$ cat config.mk
export PLATFORM = sky130hd
export DESIGN_NAME = pipeline_hazard_ctrl
export DESIGN_NICKNAME = d
export VERILOG_FILES = /design/src/rtl/pipeline_hazard_ctrl_pkg.sv /design/src/rtl/pipeline_hazard_ctrl_perf_counter.sv /design/src/rtl/pipeline_hazard_ctrl.sv
export SDC_FILE = /design/constraint.sdc
export NUM_CORES = 1
export LEC_CHECK = 0
export CORE_ASPECT_RATIO = 1.5
export CORE_UTILIZATION = 49
export CTS_CLUSTER_SIZE = 24
export DETAILED_ROUTE_END_ITERATION = 12
export PLACE_DENSITY = 0.83
export SKIP_CTS_REPAIR_TIMING = 1
export SYNTH_ARGS = -nofsm -noshare
export SYNTH_HDL_FRONTEND = slang
export SYNTH_SLANG_ARGS = --single-unit
$ cat constraint.sdc
create_clock -name clk -period 2.6 [get_ports clk]
set_input_delay 0.52 -clock clk [delete_from_list [all_inputs] [get_ports clk]]
set_output_delay 0.52 -clock clk [all_outputs]
set_load 0.01 [all_outputs]
$ cat src/rtl/pipeline_hazard_ctrl_pkg.sv
// Shared types for the hazard controller: RV32I opcode encodings and controller state.
// No logic, no latency.
// No flow control.
package rv32i_types;

    typedef enum logic [6:0] {
        op_lui   = 7'b0110111,
        op_auipc = 7'b0010111,
        op_jal   = 7'b1101111,
        op_jalr  = 7'b1100111,
        op_br    = 7'b1100011,
        op_load  = 7'b0000011,
        op_store = 7'b0100011,
        op_imm   = 7'b0010011,
        op_reg   = 7'b0110011,
        op_csr   = 7'b1110011
    } rv32i_opcode;

endpackage

package control;

    // RUN: pipeline advancing normally; WAIT: frozen on an outstanding cache access.
    typedef enum logic [0:0] {
        RUN  = 1'b0,
        WAIT = 1'b1
    } hz_state_t;

    localparam logic [0:0] HZ_RUN  = 1'b0;
    localparam logic [0:0] HZ_WAIT = 1'b1;

endpackage

$ cat src/rtl/pipeline_hazard_ctrl_perf_counter.sv
// Free-running event counter, wraps modulo 2^WIDTH.
// Count visible one cycle after the inc pulse.
// No backpressure; every inc cycle is counted.
module perf_counter #(
    parameter int WIDTH = 32
) (
    input  logic             clk,
    input  logic             rst,
    input  logic             inc,
    output logic [WIDTH-1:0] count
);

    // Synchronous active-low clear, otherwise count qualifying cycles.
    always_ff @(posedge clk) begin
        if (!rst) begin
            count <= '0;
        end else if (inc) begin
            count <= count + WIDTH'(1);
        end
    end

endmodule

$ cat src/rtl/pipeline_hazard_ctrl.sv
// Pipeline load/flush/redirect control with cache-miss freeze, load-use bubble and mispredict recovery.
// Controls are combinational from current inputs; done flags and counters update next edge.
// Whole pipeline freezes until both the fetch and the memory access have completed.
module pipeline_hazard_ctrl
    import rv32i_types::*;
    import control::*;
#(
    parameter int CNT_WIDTH = 32
) (
    input  logic                 clk,
    input  logic                 rst,
    input  logic [4:0]           id_rs1,
    input  logic [4:0]           id_rs2,
    input  logic                 id_use_rs1,
    input  logic                 id_use_rs2,
    input  logic [6:0]           ex_opcode,
    input  logic [4:0]           ex_rd,
    input  logic                 ex_br_resolved,
    input  logic                 ex_br_taken,
    input  logic                 ex_prediction,
    input  logic                 imem_resp,
    input  logic                 dmem_pending,
    input  logic                 dmem_resp,
    output logic                 imem_req_en,
    output logic                 dmem_hold,
    output logic                 pc_load,
    output logic                 pc_redirect,
    output logic                 if_id_load,
    output logic                 if_id_flush,
    output logic                 id_exe_load,
    output logic                 id_exe_flush,
    output logic                 exe_mem_load,
    output logic                 mem_wb_load,
    output logic [CNT_WIDTH-1:0] stall_cnt,
    output logic [CNT_WIDTH-1:0] bubble_cnt,
    output logic [CNT_WIDTH-1:0] mispred_cnt
);

    logic [0:0] state;
    logic       f_done;
    logic       d_done;
    logic       f_ok;
    logic       d_ok;
    logic       advance;
    logic       mispred;
    logic       lu_haz;

    assign f_ok    = imem_resp | f_done;
    assign d_ok    = ~dmem_pending | dmem_resp | d_done;
    assign advance = f_ok & d_ok;
    assign mispred = ex_br_resolved & (ex_br_taken != ex_prediction);
    assign lu_haz  = (ex_opcode == op_load) && (ex_rd != 5'd0) &&
                     ((id_use_rs1 && (id_rs1 == ex_rd)) || (id_use_rs2 && (id_rs2 == ex_rd)));

    // Reset overrides the flags so the fetch stage re-requests immediately.
    assign imem_req_en = ~rst | ~f_done;
    assign dmem_hold   = rst & d_done;

    // State and sticky completion flags. A response arriving on the first frozen
    // cycle (still in RUN) must also be captured, otherwise it would be lost.
    always_ff @(posedge clk) begin
        if (!rst) begin
            state  <= HZ_RUN;
            f_done <= 1'b0;
            d_done <= 1'b0;
        end else if (advance) begin
            state  <= HZ_RUN;
            f_done <= 1'b0;
            d_done <= 1'b0;
        end else begin
            state <= HZ_WAIT;
            if (state == HZ_WAIT) begin
                f_done <= f_done | imem_resp;
                d_done <= d_done | dmem_resp;
            end else begin
                f_done <= imem_resp;
                d_done <= dmem_resp;
            end
        end
    end

    // Pipeline register controls; mispredict outranks load-use, freeze outranks both.
    always_comb begin
        pc_load      = 1'b0;
        pc_redirect  = 1'b0;
        if_id_load   = 1'b0;
        if_id_flush  = 1'b0;
        id_exe_load  = 1'b0;
        id_exe_flush = 1'b0;
        exe_mem_load = 1'b0;
        mem_wb_load  = 1'b0;
        if (rst && advance) begin
            pc_load      = 1'b1;
            if_id_load   = 1'b1;
            id_exe_load  = 1'b1;
            exe_mem_load = 1'b1;
            mem_wb_load  = 1'b1;
            if (mispred) begin
                pc_redirect  = 1'b1;
                if_id_flush  = 1'b1;
                id_exe_flush = 1'b1;
            end else if (lu_haz) begin
                pc_load      = 1'b0;
                if_id_load   = 1'b0;
                id_exe_flush = 1'b1;
            end
        end
    end

    perf_counter #(.WIDTH(CNT_WIDTH)) u_stall_cnt (
        .clk   (clk),
        .rst   (rst),
        .inc   (~advance),
        .count (stall_cnt)
    );

    perf_counter #(.WIDTH(CNT_WIDTH)) u_bubble_cnt (
        .clk   (clk),
        .rst   (rst),
        .inc   (advance & ~mispred & lu_haz),
        .count (bubble_cnt)
    );

    perf_counter #(.WIDTH(CNT_WIDTH)) u_mispred_cnt (
        .clk   (clk),
        .rst   (rst),
        .inc   (advance & mispred),
        .count (mispred_cnt)
    );

endmodule
Word-level counts from Yosys, hierarchy flattened
Cells that the tools add are included.

cells by class
  multiplexer cells = 12
  shifts and indexed selects = 0
  div/mod/pow operators = 0
  order comparisons = 0
  reduce and logical (&&, ||, !) cells = 8
  add/sub/neg operators = 3
  $mul = 0
  bitwise operators = 15
  equal/unequal tests = 4

operators by type and width
  cell                                           number
  adder 32 x 1 -> 32 bit, second input constant  3
  2-to-1 mux 1 bit                               12
  == test 5 bit                                  2
  == test 7 x 2 -> 1 bit, second input constant  1
  bitwise AND 1 bit                              6
  logical AND 1 bit                              5
  OR 1 bit                                       5
  nonzero test 5 bit                             1
  NOT 1 bit                                      4
  OR reduction 2 bit                             1
  logical OR 1 bit                               1
  inequality test 1 bit                          1

storage, ports and cells
  memory bits (writable) = 0
  word-level logic and storage cells = 48
  bits in read-only memories = 0
  output and inout port bits = 106
  memories kept = 0
  register bits after elaboration = 99
  bits in latches = 0

Logic depth before layout (Yosys ltp)
  depth in word-level cells = 7
  gate-level depth with buffers = 7

Hierarchy
Synthesis repeated with hierarchy kept, for this count alone.

second synthesis, totals
  cells, all modules = 575
  area, all modules = 5,073.6 µm²

by module, submodules not included
  module                cells an instance  seq. area each (µm²)  times used  area each (µm²)
  perf_counter          176                640.6                 3           1,562.7
  pipeline_hazard_ctrl  47                 60.1                  1           385.4

Worst setup path before layout
Ideal clock, no wire load.

  kind = input-to-output
  start = input ex_rd[1]
  end = output pc_load
  setup slack = 177 ps
  arrival time = 1,903 ps
  data required time = 2,080 ps
  stages = 6
  cells stage by stage = or4_1 o211a_1 clkbuf_1 nand2b_1 a21o_1 buf_4

between the ends
  cells in the longest elaborated chain, start to end = 7
  elaborated cells between the ends (all ways) = 11
  those cells by class = 2 x eq/ne; 3 x mux; 6 x reduce/logical

RTL lines
  element                          RTL line                    text
  start, declared                  pipeline_hazard_ctrl.sv:17  input logic [4:0] ex_rd,
  == test 5 bit                    pipeline_hazard_ctrl.sv:53  ((id_use_rs1 && (id_rs1 == ex_rd)) || (id_use_rs2 && (id_rs2 == ex_rd)));
  logical AND 1 bit                pipeline_hazard_ctrl.sv:53
  logical OR 1 bit                 pipeline_hazard_ctrl.sv:53
  logical AND 1 bit *              pipeline_hazard_ctrl.sv:52  assign lu_haz = (ex_opcode == op_load) && (ex_rd != 5'd0) &&
  2-to-1 mux 1 bit * (3 in a row)  --
  end, declared                    pipeline_hazard_ctrl.sv:26  output logic pc_load,

Every way passes the cells marked *; elsewhere a longest branch is shown, timed or not.

Worst setup path in the final report
  start = input id_rs2[3]
  end = output pc_load

between the ends
  cells in the longest elaborated chain, start to end = 7

RTL lines
  element            RTL line                     text
  start, declared    pipeline_hazard_ctrl.sv:13   input logic [4:0] id_rs2,
  == test 5 bit      pipeline_hazard_ctrl.sv:53
  logical AND 1 bit  pipeline_hazard_ctrl.sv:53
  logical OR 1 bit   pipeline_hazard_ctrl.sv:53
  logical AND 1 bit  pipeline_hazard_ctrl.sv:52
  2-to-1 mux 1 bit   pipeline_hazard_ctrl.sv:102  end else if (lu_haz) begin
  2-to-1 mux 1 bit   pipeline_hazard_ctrl.sv:98   if (mispred) begin
  2-to-1 mux 1 bit   pipeline_hazard_ctrl.sv:92   if (rst && advance) begin

No other way between the ends.

==> impl_results.md <==
* Remaining DRCs at 0
* Multi-input logic area at 0.00293 sq mm
* Max cap viols at 0
* Post-layout util at 70.4%
* Final period utilization at 96.6%
* Worst Max-Slew Pin Slew at 0.452 ns
* EDFF count, synth at 0
* FF-to-FF Start: u_mispred_cnt.count[4]
* WP data required at 2.08 ns
* Asr flop ratio synth at 0%
* CP top delay family: buffers and inverters
* Crit Path Category: in2out
* Layout cells sized above 1 at 8.85%
* CP max FO at 3
* Final Slew Violations at 0
* Top FF cell, synth: dfxtp_1
* Pwr/cell area at 440 mW/mm^2
* Synth area leaders: dfxtp_1, xnor2_1, nand2_1
* Hold EP: u_bubble_cnt.count[31]
* Die X at 85.1 um
* Routability cong. at 0.858
* Worst path bufs/invs at 2
* Syn_area_per_cell at 8.10 sq um
* Yosys top cell by area: dfxtp_1
* Worst-path cell chain: clkdlybuf4s50_1 > xor2_1 > nor4_2 > a32oi_2 > nand2b_4 > a21o_1 > buf_2
* Synthesized area at 0.00507 sq mm
* Seq/Total Area, Yosys at 39.1%
* Distinct cells, synth at 42
* CTS clk-pin slew, worst paths at 0.07 ns
* Hold path depth at 2
* Fmax at 398 MHz
* Core area at 0.0101 sq mm
* CP arrival at 1.99 ns
* Slowest cell on the critical path: clkdlybuf4s50_1
* Synth Instances at 626
* Hold_sp: u_bubble_cnt.count[31]
* Final Critical Period at 2.51 ns
* TritonCTS buffer count at 9
* Area share of the largest cell type after synthesis at 39.1%
* Power share of the clock group at 42.6%
* DR iter-0 viols at 289
* Port-buffer cells at 137
* Endpoints failing setup at 0
* Critical Path End Type: output port
* Final global-route overflow total at 0
* Layout Skew at 0.00476 ns
* DR pass1 iterations at 5
* Yosys warns at 0
* Worst r2r dst: u_mispred_cnt.count[28]
* First-pass GRT wire length at 22900 um
* Sequential share of power at 49.2%
* Reg2Reg Depth at 5
* Global-route usage over all layers at 26.1%
* CTS tree: built
* Die Ht at 127 um
* Fillcell total at 771
* Clock root buffer: clkbuf_16
* Via total after detailed routing at 5303
* Initial core utilization at 50.3%
* Deepest clock path buffer count at 2
* CTS Sinks at 99
* Comb pwr share at 8.2%
* P_sw at 723 uW
* Vias/cell at 5.91
* I/O pins at 138
* Internal reg-to-reg setup slack at 0.20 ns
* Instance count on the critical path at 7
* Min-delay worst type: reg2reg
* Max VDD drop at 362 uV
* # H-tree levels at 3
* Antenna cell count at 0
* Hold Vio Cnt, Final at 0
* Die area at 0.0108 sq mm
* Final Power at 3.12 mW
* Register Area at 0.00198 sq mm
* Pleak at 2.46 nW
* Vias in the first global route at 5023
* FF+latch count, synth at 99
* Switching part of the total power at 23.1%
* Routed WL at 14100 um
* Hpwl dp at 10100 um
* Area Growth Syn to Fin at 39.9%
* Row count at 45
* Routed Antenna Nets at 0
* Worst stage delay on the critical path at 0.42 ns
* Clk Latency, worst-skew pair at 0.34 ns
* Per-cell routed wire length at 15.7 um
* Synthesized Nets at 661
* NumNets Final at 810
* Number of antenna violations at the first check in global routing at 0
* Int Power at 2.40 mW
* Largest net degree at the start of global routing at 51
* Status: finished, final reports clean
* CP startpoint kind: input pin
* Max-slew headroom at 69.6%
## worst min-delay path, cell delays in order, from the launching register on
cell and delay [ns]:
dfxtp_1 0.32, nand2_1 0.05, mux2i_1 0.05
## worst max path at each step
stage	start	end	slack (ns)
2_1_floorplan	ex_rd[1]	pc_load	0.18
3_3_place_gp	ex_rd[1]	pc_load	-0.47
3_5_place_dp	ex_rd[3]	id_exe_flush	-0.61
4_1_cts	ex_rd[3]	id_exe_flush	-0.62
5_1_grt	id_rs2[3]	pc_load	-0.0003
6_report	id_rs2[3]	pc_load	0.09
## layout make-up
class,count,area share [%]
inverter,19,1.01
timing repair buffer,172,23.6
tap,117,2.06
multi-input combinational,474,41.3
clock buffer,11,3.28
sequential,99,27.9
clock inverter,5,0.882
## kinds of logic (layout without fill, tap and decap cells)
kind of cell             Yosys count  count (layout)  synth area share (%)
AO/OA/AOI/OAI                     93              93                  10.8
XOR/XNOR                          48              48                  8.29
adder cells (fa/ha/maj)            3               3                 0.740
buffers and inverters             53             207                  4.27
flip-flops                        99              99                  39.1
multiplexers                      16              16                  3.16
AND/OR/NAND/NOR                  314             314                  33.7
## registers in the layout (all words and copies together), names as in the netlist
name,cells
d_done,1
state,1
u_stall_cnt.count,32
f_done,1
u_mispred_cnt.count,32
u_bubble_cnt.count,32
## cell usage after synthesis (all sizes together) (8+ instances only)
cell     n
a21oi   38
and4     8
clkbuf  28
dfxtp   99
inv     19
mux2i   16
nand2   60
nand2b  21
nand3   35
nand4   33
nor2    50
nor3    14
nor4    26
o21ai   27
o31ai   15
or3     28
or4     17
xnor2   26
xor2    22
## cells in the final DEF (no fill, tap or decap), drive strengths merged, types with 3 or more instances in the layout
master	n
clkdlybuf4s50	117
dfxtp	99
nand2	60
nor2	50
a21oi	38
buf	38
nand3	35
nand4	33
or3	28
o21ai	27
xnor2	26
nor4	26
xor2	22
nand2b	21
inv	20
or4	17
mux2i	16
dlymetal6s2s	16
o31ai	15
nor3	14
clkbuf	12
and4	8
nor4b	5
and2	4
or2	3
and3	3
nand3b	3
o311ai	3
ha	3
## per-layer routing
| metal | GRT usage, % | wire [um] |
|---|---|---|
| met1 | 28.9 | 5500 |
| met3 | 5.92 | 933 |
| met5 | 0 | 0 |
| met4 | 9.87 | 213 |
| met2 | 47.7 | 7400 |
## power by group through the flow
stage                     sequential [mW]  clock, mW  combinational [mW]
after floorplan                      1.57          0               0.109
after global placement               1.57          0               0.239
after detailed placement             1.57          0               0.248
after CTS                            1.53       1.36               0.250
after global routing                 1.54       1.42               0.277
final                                1.54       1.33               0.257
## through the flow
| step | setup WS (ns) | area [sq um] | hold slack [ns] | instances | setup TNS, ns |
|---|---|---|---|---|---|
| after floorplan | 0.177 | 5070 | 0.456 | 626 | 0 |
| after global placement | -0.470 | 6700 | 0.455 | 878 | -3.77 |
| after detailed placement | -0.606 | 6700 | 0.470 | 878 | -9.70 |
| after CTS | -0.621 | 7000 | 0.479 | 894 | -3.21 |
| after global routing | -0.000273 | 7100 | 0.496 | 897 | -0.000273 |
| final | 0.0885 | 7100 | 0.472 | 897 | 0 |
No activity file was read; power rests on OpenSTA's default activity.
